$ cat src/rtl/pcs_pkg.sv
// Shared PCS definitions: sync header codes, scrambler polynomial taps, state type.
// Used by the TX scrambler and the RX descrambler.
package pcs_pkg;

  localparam logic [1:0] SYNC_HDR_DATA = 2'b01;
  localparam logic [1:0] SYNC_HDR_CTRL = 2'b10;

  // x^58 + x^39 + 1 : taps are zero-based positions in the 58-bit history
  localparam int SCR_TAP_A   = 38;
  localparam int SCR_TAP_B   = 57;
  localparam int SCR_STATE_W = 58;

  typedef logic [SCR_STATE_W-1:0] scr_state_t;

  typedef enum logic {
    PHASE_FIRST  = 1'b0,
    PHASE_SECOND = 1'b1
  } blk_phase_t;

endpackage

$ cat src/rtl/scrambler_core.sv
// Combinational self-synchronous x^58+x^39+1 scrambler over one word, bit 0 first.
// DESCRAMBLE=1 feeds the received bit back instead of the output bit (RX use).
module scrambler_core
  import pcs_pkg::*;
#(
  parameter int DATA_WIDTH = 32,
  parameter bit DESCRAMBLE = 1'b0
) (
  input  logic [DATA_WIDTH-1:0] i_data,
  input  scr_state_t            i_state,
  output logic [DATA_WIDTH-1:0] o_data,
  output scr_state_t            o_state
);

  scr_state_t s;
  logic       fb;

  always_comb begin
    s      = i_state;
    o_data = '0;
    fb     = 1'b0;
    for (int i = 0; i < DATA_WIDTH; i++) begin
      o_data[i] = i_data[i] ^ s[SCR_TAP_A] ^ s[SCR_TAP_B];
      fb        = DESCRAMBLE ? i_data[i] : o_data[i];
      s         = {s[SCR_STATE_W-2:0], fb};
    end
    o_state = s;
  end

endmodule

$ cat src/rtl/tx_scrambler_64b66b.sv
// 64b/66b TX scrambler stage ahead of the gearbox: scrambles payload, passes header.
// Optional TX_SCRAMBLER_BYPASS_EN adds i_scr_bypass for test-pattern/loopback debug.
module tx_scrambler_64b66b
  import pcs_pkg::*;
#(
  parameter int         DATA_WIDTH = 32,
  parameter scr_state_t SCR_SEED   = 58'h3FF_FFFF_FFFF_FFFF
) (
  input  logic                  i_clk,
  input  logic                  i_reset_n,
  input  logic [DATA_WIDTH-1:0] i_data,
  input  logic                  i_data_valid,
  input  logic [1:0]            i_hdr,
  input  logic                  i_gearbox_pause,
`ifdef TX_SCRAMBLER_BYPASS_EN
  input  logic                  i_scr_bypass,
`endif
  output logic [DATA_WIDTH-1:0] o_data,
  output logic                  o_data_valid,
  output logic [1:0]            o_hdr,
  output logic                  o_encoder_pause
);

  // Handshake: a word is accepted when i_data_valid=1 and i_gearbox_pause=0;
  // the encoder holds i_data/i_hdr stable while o_encoder_pause=1.
  logic                  accept;
  logic                  bypass;
  logic [DATA_WIDTH-1:0] scr_data;
  scr_state_t            scr_state_next;

  scr_state_t            scr_state_q, scr_state_d;
  logic [DATA_WIDTH-1:0] data_q, data_d;
  logic                  valid_q, valid_d;
  logic [1:0]            hdr_q, hdr_d;
  logic [1:0]            hdr_hold_q, hdr_hold_d;
  blk_phase_t            phase_q, phase_d;

`ifdef TX_SCRAMBLER_BYPASS_EN
  assign bypass = i_scr_bypass;
`else
  assign bypass = 1'b0;
`endif

  assign accept          = i_data_valid & ~i_gearbox_pause;
  assign o_encoder_pause = i_gearbox_pause;

  scrambler_core #(
    .DATA_WIDTH (DATA_WIDTH),
    .DESCRAMBLE (1'b0)
  ) u_core (
    .i_data  (i_data),
    .i_state (scr_state_q),
    .o_data  (scr_data),
    .o_state (scr_state_next)
  );

  always_comb begin
    scr_state_d = scr_state_q;
    data_d      = data_q;
    valid_d     = valid_q;
    hdr_d       = hdr_q;
    hdr_hold_d  = hdr_hold_q;
    phase_d     = phase_q;
    // A paused cycle freezes everything, including valid, so nothing is lost
    if (!i_gearbox_pause) begin
      valid_d = i_data_valid;
    end
    if (accept) begin
      data_d      = bypass ? i_data : scr_data;
      scr_state_d = bypass ? scr_state_q : scr_state_next;
      if (phase_q == PHASE_FIRST) begin
        hdr_d      = i_hdr;
        hdr_hold_d = i_hdr;
        phase_d    = PHASE_SECOND;
      end else begin
        hdr_d      = hdr_hold_q;
        phase_d    = PHASE_FIRST;
      end
    end
  end

  always_ff @(posedge i_clk) begin
    if (!i_reset_n) begin
      scr_state_q <= SCR_SEED;
      data_q      <= '0;
      valid_q     <= 1'b0;
      hdr_q       <= 2'b00;
      hdr_hold_q  <= 2'b00;
      phase_q     <= PHASE_FIRST;
    end else begin
      scr_state_q <= scr_state_d;
      data_q      <= data_d;
      valid_q     <= valid_d;
      hdr_q       <= hdr_d;
      hdr_hold_q  <= hdr_hold_d;
      phase_q     <= phase_d;
    end
  end

  assign o_data       = data_q;
  assign o_data_valid = valid_q;
  assign o_hdr        = hdr_q;

endmodule

$ cat config.mk
export PLATFORM = sky130hd
export DESIGN_NAME = tx_scrambler_64b66b
export DESIGN_NICKNAME = d
export VERILOG_FILES = /design/src/rtl/pcs_pkg.sv /design/src/rtl/scrambler_core.sv /design/src/rtl/tx_scrambler_64b66b.sv
export SDC_FILE = /design/constraint.sdc
export NUM_CORES = 1
export LEC_CHECK = 0
export BUFFER_PORTS_ARGS = -buffer_cell sky130_fd_sc_hd__buf_2
export CAP_MARGIN = 15
export CORE_MARGIN = 1
export CORE_UTILIZATION = 40
export DETAILED_ROUTE_END_ITERATION = 16
export GPL_TIMING_DRIVEN = 0
export SETUP_SLACK_MARGIN = 0.3
export SLEW_MARGIN = 25
export SYNTH_ARGS = -nofsm -noshare
export SYNTH_HDL_FRONTEND = slang
export SYNTH_HIERARCHICAL = 1
export SYNTH_SLANG_ARGS = --single-unit
export TNS_END_PERCENT = 10
$ cat constraint.sdc
create_clock -name i_clk -period 1.5 [get_ports i_clk]
set_input_delay 0.3 -clock i_clk [delete_from_list [all_inputs] [get_ports i_clk]]
set_output_delay 0.3 -clock i_clk [all_outputs]
set_load 0.02 [all_outputs]
# Yosys cells after proc, flatten, opt, wreduce, memory -nomap -nowiden
# Index checks and enable logic that the tools add are counted.
[op_classes] n_bitwise=67 n_reduce_logical=1 n_mux=1
[ops] operator="1-bit bitwise XOR" count=64
[ops] operator="1-bit NOT" count=2
[ops] operator="2-bit AND reduction" count=1
[ops] operator="1-bit AND" count=1
[ops] operator="1-bit 2-to-1 mux" count=1
[totals] ff_bits=94

# Longest topological paths before layout
[logic_depth] depth_word=3 ltp_mapped=6

# Modules after synthesis
# Netlist, hierarchy kept.
[by_module_without_submodules] mod="tx_scrambler_64b66b" cells_each=409 instances=1 area_per_inst_um2=3378.2
[by_module_without_submodules] mod="scrambler_core" cells_each=91 instances=1 area_per_inst_um2=1203.7

# Worst setup path before layout
# Ideal clock, no wire load.
[synth_timing] path_type="flip-flop to flip-flop" start="register scr_state_q[34]" end="register scr_state_q[8]" arrival_time_ns=1.001 setup_ns=0.137 slack_ns=0.362 path_buffers=1 synth_period_minus_slack_ns=1.138 required_ns=1.363 stages_incl_launch_ff=5 path_cell_list="dfxtp_1 xor3_1 buf_4 nand2_1 nand3_1"
[synth_via] elab_chain_cells=1
[synth_lines] element="start: declaration" line="tx_scrambler_64b66b.sv:31" text="scr_state_t scr_state_q, scr_state_d;"
[synth_lines] element="start signal: assignment" line="tx_scrambler_64b66b.sv:91" text="scr_state_q <= scr_state_d;"
[synth_lines] element="1-bit bitwise XOR" line="scrambler_core.sv:23" text="o_data[i] = i_data[i] ^ s[SCR_TAP_A] ^ s[SCR_TAP_B];"
[synth_lines] element="net scr_data[23]" line="tx_scrambler_64b66b.sv:28" text="logic [DATA_WIDTH-1:0] scr_data;"
# The timed path passes the listed nets, and every way through them passes these cells.
# A chain may end at the register's enable or synchronous reset.

# Final worst setup path
[layout_timing] start="register scr_state_q[43]" end="register scr_state_q[17]"
# Same word-level chain as after synthesis.

==> flow_summary.json <==
{
  "status": "completed",
  "max_cap_viol_count": 0,
  "m1WireLength_um": 5338,
  "crit_path_end_kind": "register",
  "hold-path-endpoint": "hdr_hold_q[0]$_SDFFE_PN0P_",
  "design.final.nets": 627,
  "grt_start_max_net_pins": 16,
  "yosysWarningCount": 6,
  "fp.dieArea_um2": 11890,
  "place.detailed.hpwl_um": 8189,
  "peakVddDrop_v": 0.0006355,
  "core_area_um2": 10980,
  "finalWeightedCongestion": 0.8219,
  "route.detailed.vias_per_inst": 4.620,
  "cts_made_buffers": 9,
  "highest_count_cells_in_the_layout_ignoring_fill_and_taps": "sky130_fd_sc_hd__nand2_1, sky130_fd_sc_hd__buf_2, sky130_fd_sc_hd__dfxtp_1, sky130_fd_sc_hd__buf_4, sky130_fd_sc_hd__nand3_1",
  "timing_hold_violations_final": 0,
  "rows": 38,
  "area_growth_pct": 19.96,
  "drc_violations_left": 0,
  "finalWirelength_um": 10960,
  "wl_met3_um": 541,
  "clk_latency_ns": 0.35,
  "tightest_slew_ns": 0.5257,
  "min-delay-path-class": "input pin to register",
  "antenna-diode-count": 0,
  "total_leakage_power_nw": 2.841,
  "cts_tree": "yes",
  "ys_seq_area_share_pct": 41.07,
  "final_common_cell": "sky130_fd_sc_hd__nand2_1",
  "cts-htree-levels": 3,
  "timing_worst_setup_path_type": "register to register",
  "critPathArrivalTime_ns": 1.45,
  "multi_input_comb_area_um2": 2046,
  "grt_first_pass_wirelength_um": 16730,
  "grtUsageTotal_pct": 19.49,
  "dr_wl_met2_um": 5006,
  "initial_core_util_pct": 41.72,
  "seqCellArea_um2": 1912,
  "die-width_um": 109.0,
  "number_of_global_route_vias_before_repair": 3152,
  "reg2regPathDepth": 4,
  "syn-num-nets": 538,
  "grt_antenna_before_repair": 0,
  "critPathRequiredTime_ns": 1.72,
  "gr_ovfl_total": 0,
  "r2r-start": "scr_state_q[43]$_SDFFE_PN1P_",
  "dpl_worst_slack_ns": 0.08854,
  "clkSinkCount": 94,
  "powerDensity_nw_per_um2": 1190,
  "die_h_um": 109.0,
  "finalCritPeriodShare_pct": 81.61,
  "setup-tns-final_ns": 0,
  "detailedRoute.firstPassIterationCount": 4,
  "setup-violations-final": 0,
  "drive_gt1_share_pct": 34.18,
  "maxUsedRoutingLayer": "met4",
  "wl_per_cell_um": 14.93,
  "crit-reg2reg-capture": "scr_state_q[17]$_SDFFE_PN1P_",
  "setup_repair_after_global_routing_missed_its_margin": "yes",
  "slew-limit-headroom_pct": 64.95,
  "n_fill_cell": 1072,
  "detailroute.via_count": 3391,
  "top_level_ports": 74,
  "drt.antenna.violating_nets": 0,
  "placed_cells": 712,
  "crit_fanout": 2,
  "post_synth_instance_area_um2": 4582,
  "final.setup_skew_ns": 0.006882,
  "reg2reg_setup_slack_ns": 0.28,
  "final_max_slew_viol_count": 0,
  "finalNonFillerCells": 734,
  "start_kind": "register",
  "drt-initial-drc-count": 135,
  "synthesis.instances": 500,
  "hold_depth": 3,
  "layout_setup_ws_ns": 0.2759,
  "synth_cell_types": 16,
  "buffer_ports.inserted": 72,
  "clk_pin_slew_worst_paths_ns": 0.07,
  "cts_buffer_depth": 2,
  "hold_start": "i_hdr[0]",
  "min_period_ns": 1.224,
  "postSynthAreaPerCell_um2": 9.164,
  "cts.root.buffer_cell": "sky130_fd_sc_hd__clkbuf_16",
  "clock.fmax_mhz": 816.9,
  "yosys_register_bits": 94
}
-- cells in the mapped netlist --
library cell | count | area [um^2]
sky130_fd_sc_hd__clkbuf_1 | 6 | 22.52
sky130_fd_sc_hd__buf_4 | 64 | 480.5
sky130_fd_sc_hd__a21boi_0 | 1 | 7.510
sky130_fd_sc_hd__nand2_1 | 183 | 686.9
sky130_fd_sc_hd__nand2b_1 | 1 | 6.260
sky130_fd_sc_hd__and2_1 | 1 | 6.260
sky130_fd_sc_hd__a21boi_1 | 32 | 240.2
sky130_fd_sc_hd__buf_6 | 7 | 78.83
sky130_fd_sc_hd__dfxtp_1 | 94 | 1882
sky130_fd_sc_hd__nor2b_1 | 1 | 6.260
sky130_fd_sc_hd__nand3_1 | 58 | 290.3
sky130_fd_sc_hd__o31ai_1 | 2 | 15.01
sky130_fd_sc_hd__buf_2 | 15 | 75.07
sky130_fd_sc_hd__o211ai_1 | 2 | 15.01
sky130_fd_sc_hd__xor3_1 | 32 | 760.7
sky130_fd_sc_hd__xnor2_1 | 1 | 8.760
-- worst max path at each step --
stage,end,cells past startpoint,startpoint
floorplan,scr_state_q[8]$_SDFFE_PN1P_,4,scr_state_q[34]$_SDFFE_PN1P_
global placement,scr_state_q[7]$_SDFFE_PN1P_,4,scr_state_q[33]$_SDFFE_PN1P_
detailed placement,scr_state_q[41]$_SDFFE_PN1P_,4,i_reset_n
CTS,scr_state_q[21]$_SDFFE_PN1P_,4,scr_state_q[28]$_SDFFE_PN1P_
global route,scr_state_q[17]$_SDFFE_PN1P_,4,scr_state_q[43]$_SDFFE_PN1P_
finish,scr_state_q[17]$_SDFFE_PN1P_,4,scr_state_q[43]$_SDFFE_PN1P_
-- cell type report --
type                    count  share of cell area [%]
clock buffers              11                   4.416
repair buffers             78                   7.375
flip-flops and latches     94                   34.78
clock inverters             5                   1.070
multi-input cells         314                   37.22
well taps                 140                   3.187
plain buffers              92                   11.95
-- cell families after synthesis --
logic type / after synthesis / share of synthesized area, %
and+or+nand+nor: 244 / 21.74
xor gates and xnor gates: 33 / 16.79
buffers and inverters: 92 / 14.34
DFF: 94 / 41.07
AOI/OAI and AO/OA: 37 / 6.062
-- flip-flops by register name (all words and copies together), names as in the netlist --
| signal | count |
|---|---|
| scr_state_q | 58 |
| o_data | 32 |
| hdr_hold_q | 2 |
| o_data_valid | 1 |
| phase_q | 1 |
-- metrics by stage --
step	power [mW]	util, %	hold WS, ns	cell area, um^2
6_report	6.540	50.05	0.1948	5497
5_1_grt	6.824	50.05	0.2015	5497
4_1_cts	6.547	49.38	0.1870	5424
3_5_place_dp	4.223	46.59	0.4456	5117
3_3_place_gp	4.202	46.59	0.4394	5117
2_1_floorplan	3.881	-	0.4393	4582
-- per-layer routing --
layer | vias up | global-route usage, %
li1 | 1735 | -
met1 | 1573 | 26.10
met2 | 78 | 31.22
met3 | 5 | 5.380
met4 | 0 | 4.344
met5 | - | 0
-- where the power goes --
group | switching [mW] | internal, mW | total (mW) | leakage, nW
clock | 0.992 | 1.34 | 2.33 | 0.142
combinational | 0.570 | 0.803 | 1.37 | 1.93
sequential | 0.151 | 2.69 | 2.84 | 0.767
total | 1.71 | 4.83 | 6.54 | 2.84
-- critical path: stages (launching register included) --
cell and delay (ns):
sky130_fd_sc_hd__dfxtp_1 0.35, sky130_fd_sc_hd__xor3_2 0.49, sky130_fd_sc_hd__buf_4 0.15, sky130_fd_sc_hd__nand2_1 0.05
sky130_fd_sc_hd__nand3_1 0.07
-- what timing repair did --
action                                  in CTS  in global routing
buffers inserted                             0                  6
hold buffers                                 0                  0
resized for setup                            4                 21
endpoints found under the setup margin      33                 37
gates cloned                                 0                  0
pin swaps                                    4                 21
Note: power is estimated with default switching activity, not from simulation.
